[src/rtl/cam_pkg.sv]
// Shared types and constants for the camera-bus transmitter.
// Holds the FSM state type, byte ordering, RGB565 field widths and the
// built-in test-pattern generator.
package cam_pkg;

  typedef enum logic [2:0] {
    ST_IDLE,
    ST_VSYNC,
    ST_VBACK,
    ST_ACTIVE,
    ST_VFRONT
  } cam_state_t;

  localparam logic BYTE_HI_FIRST = 1'b1;

  localparam int unsigned R_W     = 5;
  localparam int unsigned G_W     = 6;
  localparam int unsigned B_W     = 5;
  localparam int unsigned PIX_W   = R_W + G_W + B_W;
  localparam int unsigned COORD_W = 10;
  localparam int unsigned DATA_W  = 8;

  // Test pattern: red from the line index, green and blue from the column.
  function automatic logic [PIX_W-1:0] test_pixel(input logic [COORD_W-1:0] x,
                                                  input logic [COORD_W-1:0] y);
    return {y[R_W-1:0], x[G_W-1:0], x[B_W-1:0]};
  endfunction

endpackage

[src/rtl/cam_stream_tx_if.sv]
// Pixel-source fetch bus plus camera parallel bus of the transmitter.
// master: the transmitter (drives fetch requests and camera outputs).
// slave : the pixel source / capture side.
interface cam_stream_tx_if;
  import cam_pkg::*;

  logic                 pix_rd;
  logic [COORD_W-1:0]   pix_x;
  logic [COORD_W-1:0]   pix_y;
  logic [PIX_W-1:0]     pix_data;
  logic                 pclk;
  logic                 vsync;
  logic                 href;
  logic [DATA_W-1:0]    data;
  logic                 frame_start;
  logic                 frame_done;

  modport master (
    output pix_rd, pix_x, pix_y, pclk, vsync, href, data, frame_start, frame_done,
    input  pix_data
  );

  modport slave (
    input  pix_rd, pix_x, pix_y, pclk, vsync, href, data, frame_start, frame_done,
    output pix_data
  );

endinterface

[src/rtl/cam_pclk_div.sv]
// Pixel clock divider: pclk toggles every PCLK_DIV clk cycles.
// Ports: clk, rst_n in; pclk (registered), rise_c / fall_c (combinational
// strobes, high on the clk cycle whose edge makes pclk rise / fall).
module cam_pclk_div #(
  parameter int unsigned PCLK_DIV = 2
) (
  input  logic clk,
  input  logic rst_n,
  output logic pclk,
  output logic rise_c,
  output logic fall_c
);

  localparam int unsigned CNT_W = (PCLK_DIV > 1) ? $clog2(PCLK_DIV) : 1;

  logic [CNT_W-1:0] cnt;
  logic             tc_c;

  assign tc_c   = (cnt == CNT_W'(PCLK_DIV - 1));
  assign rise_c = tc_c & ~pclk;
  assign fall_c = tc_c &  pclk;

  // Free-running half-period counter.
  always_ff @(posedge clk or negedge rst_n) begin
    if (!rst_n) begin
      cnt  <= '0;
      pclk <= 1'b0;
    end else if (tc_c) begin
      cnt  <= '0;
      pclk <= ~pclk;
    end else begin
      cnt  <= cnt + CNT_W'(1);
    end
  end

endmodule

[src/rtl/cam_stream_tx.sv]
// Camera-side transmitter: sensor-style frame timing, RGB565 pixels sent
// as two bytes (high first) on an 8-bit bus, pixels from an external
// one-cycle-latency source or an internal test pattern.
// Ports: clk, rst_n, enable (frame request), pattern_sel (pixel source),
// bus (master side: fetch strobe/coords/data, pclk/vsync/href/data,
// frame_start/frame_done pulses).
module cam_stream_tx
  import cam_pkg::*;
#(
  parameter int unsigned H_ACTIVE    = 640,
  parameter int unsigned V_ACTIVE    = 480,
  parameter int unsigned H_BLANK     = 144,
  parameter int unsigned VSYNC_LINES = 3,
  parameter int unsigned V_BACK      = 17,
  parameter int unsigned V_FRONT     = 10,
  parameter int unsigned PCLK_DIV    = 2
) (
  input  logic           clk,
  input  logic           rst_n,
  input  logic           enable,
  input  logic           pattern_sel,
  cam_stream_tx_if.master bus
);

  localparam int unsigned LINE_LEN    = 2 * H_ACTIVE + H_BLANK;
  localparam int unsigned TOTAL_LINES = VSYNC_LINES + V_BACK + V_ACTIVE + V_FRONT;
  localparam int unsigned ACT_START   = VSYNC_LINES + V_BACK;
  localparam int unsigned ACT_END     = ACT_START + V_ACTIVE;
  localparam int unsigned BYTE_W      = (LINE_LEN > 1) ? $clog2(LINE_LEN) : 1;
  localparam int unsigned LINE_W      = (TOTAL_LINES > 1) ? $clog2(TOTAL_LINES) : 1;

  cam_state_t          state, state_nxt;
  logic [LINE_W-1:0]   line_cnt, line_nxt;
  logic [BYTE_W-1:0]   byte_cnt, byte_nxt;
  logic                href_nxt, fetch_c, frame_end_c;
  logic [DATA_W-1:0]   data_nxt;

  logic                pclk, rise_c, fall_c;
  logic                vsync, href, pix_rd, frame_start, frame_done, pat_q;
  logic [DATA_W-1:0]   data;
  logic [COORD_W-1:0]  pix_x, pix_y;
  logic [PIX_W-1:0]    pix_q;

  cam_pclk_div #(.PCLK_DIV(PCLK_DIV)) u_div (
    .clk    (clk),
    .rst_n  (rst_n),
    .pclk   (pclk),
    .rise_c (rise_c),
    .fall_c (fall_c)
  );

  // Position and state for the pclk period that the next fall starts.
  // Evaluated at the preceding rise too, which is when the fetch is issued.
  always_comb begin
    state_nxt   = state;
    line_nxt    = line_cnt;
    byte_nxt    = byte_cnt;
    frame_end_c = 1'b0;
    if (state == ST_IDLE) begin
      line_nxt = '0;
      byte_nxt = '0;
      if (enable) state_nxt = ST_VSYNC;
    end else if (byte_cnt == BYTE_W'(LINE_LEN - 1)) begin
      byte_nxt = '0;
      if (line_cnt == LINE_W'(TOTAL_LINES - 1)) begin
        // The fall ending the frame restarts straight into vsync when enabled.
        frame_end_c = 1'b1;
        line_nxt    = '0;
        state_nxt   = enable ? ST_VSYNC : ST_IDLE;
      end else begin
        line_nxt = line_cnt + LINE_W'(1);
        case (state)
          ST_VSYNC:  if (line_nxt == LINE_W'(VSYNC_LINES)) state_nxt = ST_VBACK;
          ST_VBACK:  if (line_nxt == LINE_W'(ACT_START))   state_nxt = ST_ACTIVE;
          ST_ACTIVE: if (line_nxt == LINE_W'(ACT_END))     state_nxt = ST_VFRONT;
          default:   state_nxt = state;
        endcase
      end
    end else begin
      byte_nxt = byte_cnt + BYTE_W'(1);
    end
    href_nxt = (state_nxt == ST_ACTIVE) && (byte_nxt < BYTE_W'(2 * H_ACTIVE));
    fetch_c  = href_nxt && (byte_nxt[0] == 1'b0);
    data_nxt = 8'h00;
    if (href_nxt) data_nxt = (byte_nxt[0] ^ BYTE_HI_FIRST) ? pix_q[15:8] : pix_q[7:0];
  end

  // State, counters, fetch and serialiser; camera outputs move on pclk falls.
  always_ff @(posedge clk or negedge rst_n) begin
    if (!rst_n) begin
      state       <= ST_IDLE;
      line_cnt    <= '0;
      byte_cnt    <= '0;
      vsync       <= 1'b0;
      href        <= 1'b0;
      data        <= '0;
      pix_rd      <= 1'b0;
      pix_x       <= '0;
      pix_y       <= '0;
      pix_q       <= '0;
      pat_q       <= 1'b0;
      frame_start <= 1'b0;
      frame_done  <= 1'b0;
    end else begin
      pix_rd      <= 1'b0;
      frame_start <= 1'b0;
      frame_done  <= 1'b0;
      if (pix_rd) pix_q <= pat_q ? test_pixel(pix_x, pix_y) : bus.pix_data;
      if (rise_c && fetch_c) begin
        pix_rd <= 1'b1;
        pix_x  <= COORD_W'(byte_nxt >> 1);
        pix_y  <= COORD_W'(line_nxt - LINE_W'(ACT_START));
      end
      if (fall_c) begin
        state      <= state_nxt;
        line_cnt   <= line_nxt;
        byte_cnt   <= byte_nxt;
        vsync      <= (state_nxt == ST_VSYNC);
        href       <= href_nxt;
        data       <= data_nxt;
        frame_done <= frame_end_c;
        if (state_nxt == ST_VSYNC && (state == ST_IDLE || frame_end_c)) begin
          frame_start <= 1'b1;
          pat_q       <= pattern_sel;
        end
      end
    end
  end

  assign bus.pclk        = pclk;
  assign bus.vsync       = vsync;
  assign bus.href        = href;
  assign bus.data        = data;
  assign bus.pix_rd      = pix_rd;
  assign bus.pix_x       = pix_x;
  assign bus.pix_y       = pix_y;
  assign bus.frame_start = frame_start;
  assign bus.frame_done  = frame_done;

endmodule

[src/flat_wrapper.sv]
// flat-port wrapper written by rule: the top's interface ports become plain ports
module cam_stream_tx_flat import cam_pkg::*;
#(
  parameter int unsigned H_ACTIVE    = 640,
  parameter int unsigned V_ACTIVE    = 480,
  parameter int unsigned H_BLANK     = 144,
  parameter int unsigned VSYNC_LINES = 3,
  parameter int unsigned V_BACK      = 17,
  parameter int unsigned V_FRONT     = 10,
  parameter int unsigned PCLK_DIV    = 2
)
  (clk, rst_n, enable, pattern_sel, bus_pix_rd, bus_pix_x, bus_pix_y, bus_pclk, bus_vsync, bus_href, bus_data, bus_frame_start, bus_frame_done, bus_pix_data);
  cam_stream_tx_if bus_i ();
  input  logic clk;
  input  logic rst_n;
  input  logic enable;
  input  logic pattern_sel;
  output wire logic [$bits(bus_i.pix_rd)-1:0] bus_pix_rd;
  output wire logic [$bits(bus_i.pix_x)-1:0] bus_pix_x;
  output wire logic [$bits(bus_i.pix_y)-1:0] bus_pix_y;
  output wire logic [$bits(bus_i.pclk)-1:0] bus_pclk;
  output wire logic [$bits(bus_i.vsync)-1:0] bus_vsync;
  output wire logic [$bits(bus_i.href)-1:0] bus_href;
  output wire logic [$bits(bus_i.data)-1:0] bus_data;
  output wire logic [$bits(bus_i.frame_start)-1:0] bus_frame_start;
  output wire logic [$bits(bus_i.frame_done)-1:0] bus_frame_done;
  input wire logic [$bits(bus_i.pix_data)-1:0] bus_pix_data;
  assign bus_pix_rd = bus_i.pix_rd;
  assign bus_pix_x = bus_i.pix_x;
  assign bus_pix_y = bus_i.pix_y;
  assign bus_pclk = bus_i.pclk;
  assign bus_vsync = bus_i.vsync;
  assign bus_href = bus_i.href;
  assign bus_data = bus_i.data;
  assign bus_frame_start = bus_i.frame_start;
  assign bus_frame_done = bus_i.frame_done;
  assign bus_i.pix_data = bus_pix_data;
  cam_stream_tx #(.H_ACTIVE(H_ACTIVE), .V_ACTIVE(V_ACTIVE), .H_BLANK(H_BLANK), .VSYNC_LINES(VSYNC_LINES), .V_BACK(V_BACK), .V_FRONT(V_FRONT), .PCLK_DIV(PCLK_DIV)) u_core (.clk(clk), .rst_n(rst_n), .enable(enable), .pattern_sel(pattern_sel), .bus(bus_i));
endmodule
[config.mk]
export PLATFORM = sky130hd
export DESIGN_NAME = cam_stream_tx_flat
export DESIGN_NICKNAME = d
export VERILOG_FILES = /design/src/rtl/cam_pkg.sv /design/src/rtl/cam_stream_tx_if.sv /design/src/rtl/cam_pclk_div.sv /design/src/rtl/cam_stream_tx.sv /design/src/flat_wrapper.sv
export SDC_FILE = /design/constraint.sdc
export NUM_CORES = 1
export LEC_CHECK = 0
export CORE_MARGIN = 10
export CORE_UTILIZATION = 63
export CTS_BUF_LIST = sky130_fd_sc_hd__clkbuf_8
export DETAILED_ROUTE_END_ITERATION = 8
export GPL_TIMING_DRIVEN = 0
export HOLD_SLACK_MARGIN = 0.03
export MAX_ROUTING_LAYER = met4
export PLACE_DENSITY = 0.88
export SYNTH_ARGS = -nofsm -noshare
export SYNTH_HDL_FRONTEND = slang
export SYNTH_SLANG_ARGS = --single-unit
[constraint.sdc]
create_clock -name clk -period 4.4 [get_ports clk]
set_input_delay 0.88 -clock clk [delete_from_list [all_inputs] [get_ports clk]]
set_output_delay 0.88 -clock clk [all_outputs]
set_load 0.05 [all_outputs]
==> summary.txt, run 1 <==
Outcome
  – Outcome: finished clean

Route
  – M1 wire length: about 5.2 mm
  – Met3 Wirelength: roughly 840 um
  – Pre-antenna DRT Iters: 7
  – Drt wl/cell: 19.6 um
  – Vias per cell: a little over 6
  – Routed Antenna Nets: 0
  – Remaining routing DRC violations: 0
  – Top sig layer: met4
  – DR WL met2: slightly above 6 mm
  – Total vias in the final route: about 3.9k
  – DRT Wirelength: 12.5 mm
  – Initial DRC count: 335

Pwr
  – Power Total: around 1500 uW
  – PD cells: between 200 and 300 mW/mm^2
  – Worst IR drop on VDD: 0.199 mV
  – LEAKAGE: 0.00223 uW

Worst setup path
  – CP delay by family, top: simple AND/OR/NAND/NOR gates
  – Worst endpoint data arrival time: 3590 ps
  – CP Capture Type: flop
  – Worst EP required: about 4700 ps
  – R2r endpoint: u_core.bus.pix_y[8]$_DFFE_PN0P_
  – WP buf/inv: 3
  – Startpoint Class: flop
  – Reg2reg path depth: 12
  – Critical path peak fanout: 10
  – Kind of critical path: reg -> reg
  – CP Cell Sequence: ha_1 > nand3_1 > or4_4 > buf_6 > clkbuf_1 > o21ai_0 > a21o_1 > ha_1 > inv_1 > a211oi_1 > xor2_1 > mux2_4
  – R2r setup slk: between 1000 and 1500 ps
  – Max incr delay on CP: about 600 ps
  – Critical path's slowest cell: or4_4
  – Reg2Reg Launch Point: u_core.byte_cnt[0]$_DFFE_PN0P_
  – Most common cell type on the critical path: ha_1

GRT
  – GRT Util Overall: about a quarter
  – Largest net degree at the start of global routing: 40
  – Vias in the first global route: 4,006
  – Initial antenna violation count: 0
  – GR Overflow Total: 0
  – First-pass GRT wire length: approximately 20 mm

Clock tree
  – Htree depth: 3
  – CTS Buf Count: 9
  – Clock root cell: clkbuf_8
  – Clk slew on worst S/H paths: approximately 80 ps
  – CTS tree: done
  – Clk sinks: between 70 and 80
  – CTS max path bufs: 2
  – Worst skew pair latency: ~360 ps
  – Cts repair resizes: 0
  – # hold bufs at CTS: 0
  – Post-CTS Setup Inserts: 0

Place
  – GP Congestion: around 0.92
  – Dpl hpwl: 8.94 mm
  – Setup slack at placement: ~1100 ps
  – Placed cell count: approximately 620
  – Area after DPL: a little over 0.005 mm^2
  – # port buffers: 53

Flow run
  – Max_cap viols: 0

Final layout
  – Core Util, Final: 77.9%
  – Final cell count without fillers: between 600 and 700
  – Layout fillers: between 400 and 500
  – Final Instance Area: approximately 0.0053 mm^2
  – Final #Nets: about 560
  – # diodes: 0
  – Area delta synth->final: 19.4%
  – Share of cells above drive strength 1: 13.0%

Floorplan
  – Chip width: ~100 um
  – Die Y: about 100 um
  – Ports: 54
  – Starting Density: approximately two thirds
  – Die area: between 0.01 and 0.015 mm^2
  – Core outline area: about 0.0069 mm^2
  – FP Rows: 30

STA
  – Tightest Pin Transition: about 1100 ps
  – Final critical-path required period: 3340 ps
  – Final Hold Fails: 0
  – Fmax: 299 MHz
  – Final WS setup: about 1100 ps
  – RSZ-0062 raised after global routing: no
  – Final Max Slew Viols: 0
  – Final period utilization: approximately three quarters
  – Slew margin rel.: 27.1%
  – Skew final: between 6 and 7 ps
  – Final-report setup violation count: 0

Logic synthesis
  – Most used DFF post-synth: dfrtp_1
  – Avg Inst Size Synth: ~9.5 um^2
  – Post-Syn Nets: a little under 500
  – Synth cell types: 61
  – YS warnings: 0
  – Gate Count Post-Synth: ~470
  – Post-synth ARST share: 100%
  – #FFs+latches synth: 75
  – Number of flops mapped to enable cells by yosys: 0
  – Mapped Area: ~0.0045 mm^2
  – Post-synthesis sequential area ratio: between 40% and 50%

Hold path
  – Hold Crit Class: in -> async
worst register-to-register path, delay by kind of cell (launching register included):
| kind | cells | cell delay, ps |
|---|---|---|
| XOR/XNOR | 1 | 110 |
| adder cells (fa/ha/maj) | 2 | 460 |
| flip-flops | 1 | 430 |
| buffers and inverters | 3 | 470 |
| AND/OR/NAND/NOR | 2 | 780 |
| AO/OA/AOI/OAI | 3 | 720 |
| multiplexers | 1 | 260 |
final cells by class:
cell class | count | area [um^2] | share of cell area [%]
repair buffers | 54 | 548 | 10.2
inverters | 9 | 33.8 | 0.632
clock inverters | 5 | 61.3 | 1.15
multi-input cells | 353 | 2310 | 43.1
well taps | 96 | 120 | 2.25
flip-flops and latches | 75 | 1880 | 35.1
clock buffers | 10 | 138 | 2.57
plain buffers | 34 | 263 | 4.91
state kept, by name (all words and copies together) (netlist names), 3 cells and up:
register / count
u_core.line_cnt: 9
u_core.byte_cnt: 11
u_core.pix_q: 16
u_core.bus.pix_x: 10
u_core.bus.data: 8
u_core.bus.pix_y: 10
u_core.state: 3
cell families after synthesis:
kind of cell | count (synthesis) | share of synthesized area, %
simple gates | 175 | 19.4
compound gates | 109 | 14.7
flops | 75 | 41.9
mux | 47 | 12.6
buf+inv | 43 | 6.62
xor+xnor | 16 | 3.13
fa+ha+maj | 6 | 1.68
power breakdown:
part	internal (uW)	leakage (uW)	total (uW)	switching, uW
sequential	708	0.000934	733	24.9
clock	278	0.000103	552	273
combinational	79.8	0.00119	171	90.8
cells in the final DEF (no fill, tap or decap), types with 14 or more instances in the layout:
| cell | count |
|---|---|
| clkdlybuf4s50_1 | 52 |
| a21oi_1 | 34 |
| clkbuf_1 | 19 |
| nand3_1 | 14 |
| nand2_1 | 59 |
| o21ai_0 | 41 |
| clkbuf_8 | 15 |
| mux2_4 | 18 |
| mux2i_1 | 26 |
| dfrtp_1 | 75 |
| nor2_1 | 42 |
per-stage QoR:
stage / setup TNS, ps / hold WS, ps
4_1_cts: 0 / 485
3_5_place_dp: 0 / 465
2_1_floorplan: 0 / 464
5_1_grt: 0 / 498
6_report: 0 / 476
3_3_place_gp: -5290 / 464
cell usage after synthesis, types with 2 or more instances:
library cell | n | share of area, %
a211o_1 | 2 | 0.39
inv_1 | 9 | 0.75
buf_12 | 3 | 1.3
ha_1 | 6 | 1.7
mux2i_1 | 26 | 5.8
nand2b_1 | 2 | 0.28
o32ai_1 | 2 | 0.39
o21a_1 | 2 | 0.34
o31ai_1 | 6 | 1.0
o22ai_1 | 2 | 0.28
a211oi_1 | 2 | 0.34
mux2_4 | 18 | 6.0
and3_1 | 7 | 0.98
nor4_1 | 6 | 0.84
a31oi_1 | 2 | 0.28
buf_2 | 2 | 0.22
and4_1 | 3 | 0.59
buf_6 | 4 | 1.0
nand4_1 | 8 | 1.1
a21o_1 | 2 | 0.34
nand4b_1 | 2 | 0.39
dfrtp_1 | 75 | 42
and3_2 | 2 | 0.34
nor2b_1 | 3 | 0.42
a41o_1 | 2 | 0.45
nor3_1 | 7 | 0.78
xnor2_1 | 11 | 2.2
clkbuf_1 | 19 | 1.6
xor2_1 | 5 | 0.98
o21ai_0 | 41 | 4.6
mux2_2 | 3 | 0.75
nand3_1 | 14 | 1.6
nor2_1 | 42 | 3.5
and2_1 | 5 | 0.70
clkbuf_8 | 5 | 1.5
a21oi_1 | 34 | 3.8
or3_1 | 3 | 0.42
nand2_1 | 59 | 4.9
a22oi_1 | 2 | 0.34
or4_4 | 2 | 0.50
routing by layer:
layer	GRT usage [%]	up-vias
li1	-	1811
met1	28.3	1895
met2	37.1	191
met3	3.66	48
met4	11.5	0
met5	-	-
worst max path at each step:
stage | from | end | slack, ps | cells after the start
CTS | u_core.byte_cnt[0]$_DFFE_PN0P_ | u_core.bus.pix_y[8]$_DFFE_PN0P_ | 1100 | 12
detailed placement | u_core.byte_cnt[0]$_DFFE_PN0P_ | u_core.bus.pix_y[8]$_DFFE_PN0P_ | 1120 | 12
floorplan | u_core.byte_cnt[5]$_DFFE_PN0P_ | u_core.bus.pix_y[8]$_DFFE_PN0P_ | 1470 | 12
global placement | rst_n | u_core.bus.data[2]$_DFFE_PN0P_ | -70 | 1
global route | u_core.byte_cnt[0]$_DFFE_PN0P_ | u_core.bus.pix_y[8]$_DFFE_PN0P_ | 830 | 12
finish | u_core.byte_cnt[0]$_DFFE_PN0P_ | u_core.bus.pix_y[8]$_DFFE_PN0P_ | 1060 | 12
Note: power is estimated with default switching activity, not from simulation.
==> inputs of run 2 (changes only) <==
--- a/config.mk
+++ b/config.mk
@@ -6,13 +6,13 @@
 export NUM_CORES = 1
 export LEC_CHECK = 0
 export CORE_MARGIN = 10
-export CORE_UTILIZATION = 63
+export CORE_UTILIZATION = 52
 export CTS_BUF_LIST = sky130_fd_sc_hd__clkbuf_8
 export DETAILED_ROUTE_END_ITERATION = 8
 export GPL_TIMING_DRIVEN = 0
 export HOLD_SLACK_MARGIN = 0.03
 export MAX_ROUTING_LAYER = met4
-export PLACE_DENSITY = 0.88
+export PLACE_DENSITY = 0.77
 export SYNTH_ARGS = -nofsm -noshare
 export SYNTH_HDL_FRONTEND = slang
 export SYNTH_SLANG_ARGS = --single-unit
==> constraint.sdc (replaced) <==
create_clock -name clk -period 2.7 [get_ports clk]
set_input_delay 0.54 -clock clk [delete_from_list [all_inputs] [get_ports clk]]
set_output_delay 0.54 -clock clk [all_outputs]
set_load 0.05 [all_outputs]
==> run 2 against run 1 <==
  * The flow now finishes with violations (setup timing)
  * Hold slack got worse by 410 ps
  * Clock-buffer cell count fell by 1
  * Non-clock buffer count rose by 20
  * Clock skew rose by 4.9 ps
  * Sequential cell count did not move
  * Utilization fell by 9.2 points
  * Design area rose by 6.6%
  * Maximum frequency rose by 9.9%
  * Critical endpoint unchanged
==> summary.txt, run 2 (synthesized netlist as in run 1, its figures left out) <==
Final layout
  – Biggest register: u_core.pix_q
  – Max reg flops: 16 (unchanged)
  – Layout fillers: 642 (+35%)
  – Area delta synth->final: 27.2%
  – Final cell count without fillers: 666 (+4.7%)
  – Biggest regs: u_core.pix_q x16, u_core.byte_cnt x11
  – Share of cells above drive strength 1: 20.7% (+7.8 points)
  – Commonest non-fill, non-tap cell in the layout: dfrtp_1
  – Final Instance Area: 0.00570 mm^2 (+6.6%)
  – Final #Nets: 582 (+3.6%)
  – Commonest non-fill, non-tap cells in the layout: dfrtp_1 (70), nand2_1 (59), clkdlybuf4s50_1 (52)

Worst setup path
  – Startpoint Class: flop
  – CP delay by family, top: simple AND/OR/NAND/NOR gates
  – Kind of critical path: reg -> reg
  – Max incr delay on CP: 450 ps (-150 ps)
  – CP Cell Sequence: or3_4 > or4_4 > buf_8 > nor4b_4 > nand4_1 > a22oi_2 > and4_4 > clkbuf_16 > mux2_4
  – WP buf/inv: 2 (-1)
  – R2r setup slk: -340 ps (-1400 ps)
  – Worst endpoint data arrival time: 3280 ps (-310 ps)
  – Critical path's slowest cell: or4_4
  – Worst EP required: 2940 ps (-1710 ps)
  – CP Capture Type: flop
  – Critical path peak fanout: 6 (-4)

Floorplan
  – Die area: 0.0127 mm^2 (+17%)
  – Die Y: 113 um (+8.1%)
  – Core outline area: 0.00830 mm^2 (+21%)
  – Starting Density: 54.0% (-11 points)
  – Ports: 54 (unchanged)
  – Chip width: 113 um (+8.1%)
  – FP Rows: 33 (+10%)

Route
  – Drt wl/cell: 19.0 um (-2.8%)
  – DR WL met2: 6.24 mm (+2.8%)
  – Remaining routing DRC violations: 0 (unchanged)
  – DRT Wirelength: 12.7 mm (+1.8%)
  – M1 wire length: 5.38 mm (+4.1%)
  – Vias per cell: 6.01 (-3.2%)
  – Top sig layer: met4
  – Total vias in the final route: 4,000 (+1.4%)
  – Initial DRC count: 267 (-20%)
  – Routed Antenna Nets: 0 (unchanged)
  – Pre-antenna DRT Iters: 5 (-2)
  – Met3 Wirelength: 693 um (-17%)

STA
  – Skew final: 11.0 ps (+4.89 ps)
  – Hold Slack: 66.7 ps (-410 ps)
  – Final Hold Fails: 0 (unchanged)
  – Final WS setup: -342 ps (-1400 ps)
  – Tightest Pin Transition: 765 ps (-325 ps)
  – Slew margin rel.: 48.6% (+22 points)
  – Setup TNS: -6440 ps (-6440 ps)
  – RSZ-0062 raised after global routing: yes
  – Final-report setup violation count: 21 (+21)
  – Final Max Slew Viols: 0 (unchanged)
  – Final critical-path required period: 3040 ps (-302 ps)
  – Fmax: 329 MHz (+9.9%)
  – Final period utilization: 113% (+37 points)

Clock tree
  – # hold bufs at CTS: 0 (unchanged)
  – Clk slew on worst S/H paths: 80 ps (about the same)
  – Htree depth: 3 (unchanged)
  – Worst skew pair latency: 350 ps (about the same)
  – CTS max path bufs: 2 (unchanged)
  – Clk sinks: 75 (unchanged)
  – Clock root cell: clkbuf_8
  – CTS Buf Count: 9 (unchanged)
  – CTS tree: done

Place
  – # port buffers: 53 (unchanged)
  – GP Congestion: 0.949 (+2.9%)
  – Dpl hpwl: 8.78 mm (-1.7%)
  – Area after DPL: 0.00518 mm^2 (+0.61%)
  – Placed cell count: 630 (+1.4%)

Outcome
  – Outcome: finished, violations left
  – Violated checks: setup timing

Pwr
  – LEAKAGE: 0.00238 uW (+6.9%)
  – PD cells: 424 mW/mm^2 (+56%)
  – Worst IR drop on VDD: 0.286 mV (+43%)

Flow run
  – Max_cap viols: 0 (unchanged)

GRT
  – Initial antenna violation count: 1 (+1)
  – Largest net degree at the start of global routing: 58 (+45%)
  – Vias in the first global route: 3,972 (-0.85%)
  – GR Overflow Total: 0 (unchanged)
  – GRT Util Overall: 19.7% (-3.6 points)
  – First-pass GRT wire length: 20.2 mm (-0.85%)

Hold path
  – Hold Crit Class: in -> async
[run 2: final timing paths]
kind / startpoint / end / cells after the start
min reg2reg: u_core.bus.href$_DFFE_PN0P_ / u_core.bus.href$_DFFE_PN0P_ / 2
max in group asynchronous: rst_n / u_core.pix_q[14]$_DFFE_PN0P_ / 2
min: rst_n / u_core.line_cnt[0]$_DFFE_PN0P_ / 1
max reg2reg: u_core.byte_cnt[5]$_DFFE_PN0P_ / u_core.bus.pix_y[8]$_DFFE_PN0P_ / 9
min in group clk: u_core.bus.href$_DFFE_PN0P_ / u_core.bus.href$_DFFE_PN0P_ / 2
max: u_core.byte_cnt[5]$_DFFE_PN0P_ / u_core.bus.pix_y[8]$_DFFE_PN0P_ / 9
[run 2: final cells by class]
| class | count | area [um^2] | share of cell area, % |
|---|---|---|---|
| antenna | 1 | 2.50 | 0.0439 |
| buffer | 29 | 216 | 3.80 |
| clock buffer | 9 | 124 | 2.17 |
| clock inverter | 6 | 66.3 | 1.16 |
| inverter | 9 | 33.8 | 0.593 |
| multi-input combinational | 353 | 2450 | 42.9 |
| sequential | 75 | 1880 | 33.0 |
| tap | 105 | 131 | 2.30 |
| timing repair buffer | 79 | 797 | 14.0 |
[run 2: timing repair]
item / in CTS / in global routing
buffers inserted: 14 / 9
pin swaps: 2 / 5
endpoints found under the setup margin: 30 / 31
gates resized for setup: 19 / 31
cloned: 1 / 1
endpoints found under the hold margin: 0 / 0
[run 2: per-layer routing]
layer / track usage (%) / vias to the layer above
met5: - / -
met1: 24.1 / 1964
met4: 6.43 / 0
met3: 4.17 / 36
met2: 31.8 / 151
li1: - / 1849
[run 2: through the flow]
stage          setup WS [ps]  total power [uW]  utilization (%)
3_5_place_dp            -469              1500             62.4
4_1_cts                 -306              2360             66.6
5_1_grt                 -367              2510             68.7
2_1_floorplan           -142              1390                -
3_3_place_gp           -1570              1490             62.1
6_report                -342              2420             68.7
[run 2: report_power, final]
part / internal, uW / switching (uW)
registers: 1160 / 52.7
clock network: 423 / 441
logic: 178 / 167
